[src/rtl/if_fetch_unit.sv]
// Instruction fetch stage: PC generation, single outstanding memory read and a
// QDEPTH-entry instruction queue toward decode. Define IF_BUBBLE_CNT_EN for BUBBLE_CNT.
//
// state   | meaning
// --------+------------------------------------------------------------
// ST_IDLE | first cycle after reset, no fetch issued (memory settling)
// ST_RUN  | normal fetch/enqueue/dequeue operation until next reset
module if_fetch_unit #(
  parameter logic [31:0] RESET_PC = 32'h0000_0000,
  parameter int          QDEPTH   = 4
) (
  input  logic        CLK,
  input  logic        RESET,
  output logic [31:0] IMEM_ADDR,
  input  logic [31:0] IMEM_DATA,
  input  logic        IMEM_BUSYWAIT,
  input  logic        REDIRECT,
  input  logic [31:0] REDIRECT_PC,
  input  logic        ID_READY,
  output logic        ID_VALID,
  output logic [31:0] ID_INSTR,
  output logic [31:0] ID_PC
`ifdef IF_BUBBLE_CNT_EN
  ,
  output logic [31:0] BUBBLE_CNT
`endif
);

  localparam int PW = $clog2(QDEPTH);
  localparam int CW = PW + 1;
  localparam logic [CW:0] LP_QDEPTH = (CW+1)'(QDEPTH);

  typedef enum logic {
    ST_IDLE = 1'b0,
    ST_RUN  = 1'b1
  } state_t;

  state_t        r_state;
  logic [31:0]   r_fetch_pc;
  logic [31:0]   r_pend_pc;
  logic          r_resp_pending;
  logic [CW-1:0] r_count;
  logic [PW-1:0] r_rd_ptr;
  logic [PW-1:0] r_wr_ptr;
  logic [31:0]   r_q_instr [QDEPTH];
  logic [31:0]   r_q_pc    [QDEPTH];

  logic [CW:0]   w_occupancy;
  logic          w_issue;
  logic          w_enq;
  logic          w_deq;
  logic [31:0]   w_redirect_pc;

  // Credit counts the in-flight response so the queue can never overflow.
  assign w_occupancy   = {1'b0, r_count} + {{CW{1'b0}}, r_resp_pending};
  assign w_issue       = (r_state == ST_RUN) && !IMEM_BUSYWAIT && (w_occupancy < LP_QDEPTH);
  assign w_enq         = r_resp_pending && !REDIRECT;
  assign w_deq         = ID_VALID && ID_READY && !REDIRECT;
  assign w_redirect_pc = REDIRECT_PC & 32'hFFFF_FFFC;

  always_ff @(posedge CLK) begin
    if (!RESET) begin
      r_state        <= ST_IDLE;
      r_fetch_pc     <= RESET_PC;
      r_pend_pc      <= 32'h0;
      r_resp_pending <= 1'b0;
      r_count        <= '0;
      r_rd_ptr       <= '0;
      r_wr_ptr       <= '0;
    end else if (REDIRECT) begin
      // In IDLE the queue is already empty, so only the PC effectively changes.
      r_state        <= ST_RUN;
      r_fetch_pc     <= w_redirect_pc;
      r_resp_pending <= 1'b0;
      r_count        <= '0;
      r_rd_ptr       <= '0;
      r_wr_ptr       <= '0;
    end else begin
      r_state        <= ST_RUN;
      r_resp_pending <= w_issue;
      if (w_issue) begin
        r_pend_pc  <= r_fetch_pc;
        r_fetch_pc <= r_fetch_pc + 32'd4;
      end
      if (w_enq) r_wr_ptr <= r_wr_ptr + 1'b1;
      if (w_deq) r_rd_ptr <= r_rd_ptr + 1'b1;
      case ({w_enq, w_deq})
        2'b10:   r_count <= r_count + 1'b1;
        2'b01:   r_count <= r_count - 1'b1;
        default: r_count <= r_count;
      endcase
    end
  end

  always_ff @(posedge CLK) begin
    if (RESET && w_enq) begin
      r_q_instr[r_wr_ptr] <= IMEM_DATA;
      r_q_pc[r_wr_ptr]    <= r_pend_pc;
    end
  end

  assign IMEM_ADDR = r_fetch_pc;
  assign ID_VALID  = (r_count != '0);
  assign ID_INSTR  = ID_VALID ? r_q_instr[r_rd_ptr] : 32'h0;
  assign ID_PC     = ID_VALID ? r_q_pc[r_rd_ptr]    : 32'h0;

`ifdef IF_BUBBLE_CNT_EN
  logic [31:0] r_bubble_cnt;
  logic        w_bubble;

  assign w_bubble = (r_state == ST_RUN) && !ID_VALID && ID_READY;

  always_ff @(posedge CLK) begin
    if (!RESET) begin
      r_bubble_cnt <= 32'h0;
    end else if (w_bubble && (r_bubble_cnt != 32'hFFFF_FFFF)) begin
      r_bubble_cnt <= r_bubble_cnt + 32'd1;
    end
  end

  assign BUBBLE_CNT = r_bubble_cnt;
`endif

endmodule

[config.mk]
export PLATFORM = sky130hd
export DESIGN_NAME = if_fetch_unit
export DESIGN_NICKNAME = d
export VERILOG_FILES = /design/src/rtl/if_fetch_unit.sv
export SDC_FILE = /design/constraint.sdc
export NUM_CORES = 1
export LEC_CHECK = 0
export CAP_MARGIN = 30
export CORE_UTILIZATION = 51
export CTS_CLUSTER_DIAMETER = 120
export DETAILED_ROUTE_END_ITERATION = 8
export PLACE_DENSITY = 0.79
export SYNTH_ARGS = -nofsm -noshare
export SYNTH_HDL_FRONTEND = slang
export SYNTH_SLANG_ARGS = --single-unit
[constraint.sdc]
create_clock -name CLK -period 7.8 [get_ports CLK]
set_clock_uncertainty 0.15 [all_clocks]
set_input_delay 0.78 -clock CLK [delete_from_list [all_inputs] [get_ports CLK]]
set_output_delay 0.78 -clock CLK [all_outputs]
set_load 0.05 [all_outputs]
; Yosys cells after proc, flatten, opt, wreduce, memory -nomap -nowiden
; Memories as Yosys holds them, arrays and structs flattened. A register that Yosys moved wholly into a read port is not among the register bits.
; Cells that the tools add are included.
[word_totals]
wordCells = 46
ramBits = 256
register_bits = 73
memories = 2
out_inout_bits = 97
inputBits = 69
[mem_list]
columns = name, words, word_bits, read_ports, rd_ports_with_merged_regs, wr, line
row1 = r_q_instr, 4, 32, 1, 1, 1, 45  ; logic [31:0] r_q_instr [QDEPTH];
row2 = r_q_pc, 4, 32, 1, 1, 1, 46  ; logic [31:0] r_q_pc [QDEPTH];
[classes]
eq_ne = 2
add_sub_neg = 6
order_cmp = 1
reduce_logical = 13
n_bitwise = 2
n_mux = 12
[op_table]
columns = operator, n
row1 = $mux W32, 4
row2 = $add A32 B3 Y32 const B, 1
row3 = $mux W2, 4
row4 = $logic_and A1 B1 Y1, 6
row5 = $pmux W3 S2, 1
row6 = $add A2 B1 Y2 const B, 2
row7 = $add A3 B1 Y4, 1
row8 = $lt A4 B3 Y1 const B, 1
row9 = $reduce_bool A2 Y1, 2
row10 = $add A3 B1 Y3 const B, 1
row11 = $mux W1, 3
row12 = $reduce_bool A3 Y1, 1
row13 = $sub A3 B1 Y3 const B, 1
row14 = $eq A2 B1 Y1 const B, 1
row15 = $eq A2 B2 Y1 const B, 1
row16 = $logic_not A1 Y1, 2
row17 = $not A1 Y1, 2
row18 = $reduce_and A2 Y1, 1
row19 = $reduce_or A2 Y1, 1

; Depth between registers and ports, before layout
[logic_depth]
word_depth = 5
ltp_mapped = 10
mapped_depth_nobuf = 8

; Least setup slack after synthesis
; Ideal clock, no wire load.
[synth_timing]
path_type = input -> register
startpoint = input port RESET
endpoint = memory r_q_instr[0][0], enable pin
setup_time_ns = 0.427
arrival_ns = 2.720
slack_ns = 4.503
n_path_buf = 1
required_ns = 7.223
path_stages = 3
path_cell_list = clkbuf_1 > nor2b_1 > and3_1
[synth_via]
elab_chain_len = 3
[synth_rtl]
columns = element, line
row1 = "start, declared", 13  ; input logic RESET,
row2 = $logic_and A1 B1 Y1, 96  ; if (RESET && w_enq) begin
row3 = $mux W1, 96
row4 = $mux W1 (not written as such), 97  ; r_q_instr[r_wr_ptr] <= IMEM_DATA;
row5 = "end, declared", 45
; Every way passes these cells.

==> reports/metrics.yaml <==
status: "finished clean"
dp_hpwl_um: 14900
placed_area_um2: 14700
ys_ff_latch: 319
ys_warn_count: 0
fin_crit_sh_pct: 53.8
fill_cells: 1769
syn_avg_cell_area_um2: 16.1
cp.arrival_ns: 3.26
setup_violations: 0
mostFrequentLayoutCells: "edfxtp_1 (248), clkdlybuf4s50_1 (159), nand2_1 (78)"
fin_ws_ns: 3.61
critPathMaxStageDelay_ns: 0.74
switching_share_pct: 21.1
synth_edf_count: 248
instances_no_fill: 1303
grt_pass1_wl_um: 40200
grt_pass1_vias: 7323
place_congestion: 0.806
cts.repair.resized: 0
yosysTopAreaCell: "edfxtp_1"
vias: 7134
layout_commonest_cell: "edfxtp_1"
power.share.clock_pct: 42.9
multi_input_area_um2: 3660
cts_hold_buf: 0
ant_nets: 0
rsz0062_at_grt: "no"
fin_util_pct: 64.9
syn-cell-area_um2: 12700
worstPathCellList: "buf_4 -> buf_16 -> mux4_2 -> nor2b_1 -> clkdlybuf4s50_1"
rows: 57
worst_slew_pin_slew_ns: 0.959
drtPass1Iterations: 5
cts_tree: "done"
viasPerCell: 5.48
insertion_delay_ns: 0.50
crit_required_ns: 6.87
coreArea_um2: 24400
intPower_mw: 2.80
cts_buffers: 35
seq_area_um2: 8880
fmax_mhz: 238
ir_drop_mv: 0.133
critPathSlowestCell: "clkdlybuf4s50_1"
synth_top_area_share_pct: 58.4
pwr_density_cell_nw_per_um2: 224
critPathMaxFanout: 32
root_buffer: "clkbuf_16"
nNetsFinal: 1030
io_pins: 166
power_switching_mw: 0.748
p_leak_nw: 5.24
cpLargestDelayFamily: "buffers and inverters"
clock_sinks: 319
portBuffers: 159
worst-path-buf-inv: 3
hold_violations: 0
synth_cell_types: 43
report.final.slew_viol_count: 0
power_mw: 3.55
drt_wl_total_um: 25300
die_w_um: 160
async_reset_ff_share_pct: 0
worstHoldStart: "r_pend_pc[9]"
cts_setup_buffers: 0
grt_max_degree: 64
dp_cells: 1237
combinationalPowerShare_pct: 4.6
grt_overflow: 0
finish.instance_area_um2: 15800
r2r-start: "r_count[0]"
holdWs_ns: 0.344
tns_ns: 0
synth-main-ff-cell: "edfxtp_1"
hold_path_class: "reg -> reg"
yosys-top-cells-area: "edfxtp_1 (58%), dfxtp_1 (11%), mux4_2 (11%)"
ctsHtreeMaxLevel: 2
track_usage_pct: 20.3
end_kind: "output port"
finalCriticalPeriod_ns: 4.19
antenna_cells: 0
ys_seq_area_share_pct: 69.6
clock_path_buffers: 3
p_seq_share_pct: 52.5
crit_path_start_kind: "register"
clkTransAtPathRegs_ns: 0.06
dp_slack_ns: 3.67
cap_violations: 0
dieHeight_um: 160
initial_utilization_pct: 52.2
drive_gt1_share_pct: 14.7
syn-instance-count: 791
drc: 0
area_delta_synth_final_pct: 24.3
fp.dieArea_um2: 25600
antenna_found_initial: 0
drt_iter0_drc: 419
maxSlewHeadroom_pct: 36.0
critPathKind: "reg -> out"
wl_per_cell_um: 19.4
==> power groups by stage <==
stage               logic, mW  clock network, mW  registers [mW]
detailed placement      0.163                  0            1.90
CTS                     0.164               1.55            1.86
floorplan              0.0538                  0            1.93
global route            0.173               1.62            1.87
finish                  0.164               1.52            1.86
global placement        0.159                  0            1.90
==> final timing paths <==
path | cells after the start | end | slack (ns)
max | 5 | ID_INSTR[27] | 3.61
min | 2 | r_pend_pc[9] | 0.34
max reg2reg | 8 | r_count[2] | 5.33
min reg2reg | 2 | r_pend_pc[9] | 0.34
==> cells in the mapped netlist, types with 2 or more instances <==
cell type and instances:
edfxtp_1 248, nand2_1 78, dfxtp_1 71, nor2b_1 64, mux4_2 62, a21boi_1 29
clkbuf_1 29, o21ai_0 29, a21oi_1 24, xnor2_1 22, nor2_1 15, inv_1 12
buf_2 11, xor2_1 11, nand4_1 10, and3_1 7, ha_1 6, nand3_1 6
nor3_1 6, and2_1 5, and4_1 5, buf_4 4, nand4_2 3, nor3b_1 3
nor4_2 3, nor4_4 3, a22o_1 2, buf_1 2, mux2i_1 2, nand2b_1 2
nand3_2 2, nor3_2 2, o211a_1 2, or2_1 2
==> metal layers <==
layer | vias to the layer above | track usage, % | routed length [um]
met5 | - | 0 | 0
met4 | 0 | 6.15 | 575
met3 | 53 | 3.90 | 1570
met2 | 266 | 32.5 | 11800
met1 | 3492 | 28.3 | 11400
li1 | 3323 | - | -
==> area by class of cell <==
type	count	share of cell area [%]
Sequential cell	319	56.1
Clock inverter	21	0.790
Inverter	12	0.284
Timing Repair Buffer	170	11.3
Tap cell	324	2.56
Multi-Input combinational cell	416	23.1
Clock buffer	41	5.94
==> tightest hold or removal path: cells and delay by family (launching register included) <==
family           cells  cell delay (ns)
flip-flops           1             0.33
AO/OA/AOI/OAI        1             0.05
AND/OR/NAND/NOR      1             0.06
==> registers in the layout, summed over array words and instances, names as in the netlist, named ones only <==
signal,flops
r_count,3
r_state,1
r_rd_ptr,2
r_resp_pending,1
IMEM_ADDR,30
r_q_pc,120
r_wr_ptr,2
r_q_instr,128
r_pend_pc,30
==> cell families after synthesis <==
group,count (synthesis),share of synthesized area [%]
adder cells (fa/ha/maj),7,0.746
other,1,0.0294
AO/OA/AOI/OAI,88,4.21
XOR/XNOR,33,2.27
AND/OR/NAND/NOR,220,10.0
flip-flops,319,69.6
multiplexers,64,11.1
buffers and inverters,59,2.02
(Power assumes the default switching activity.)
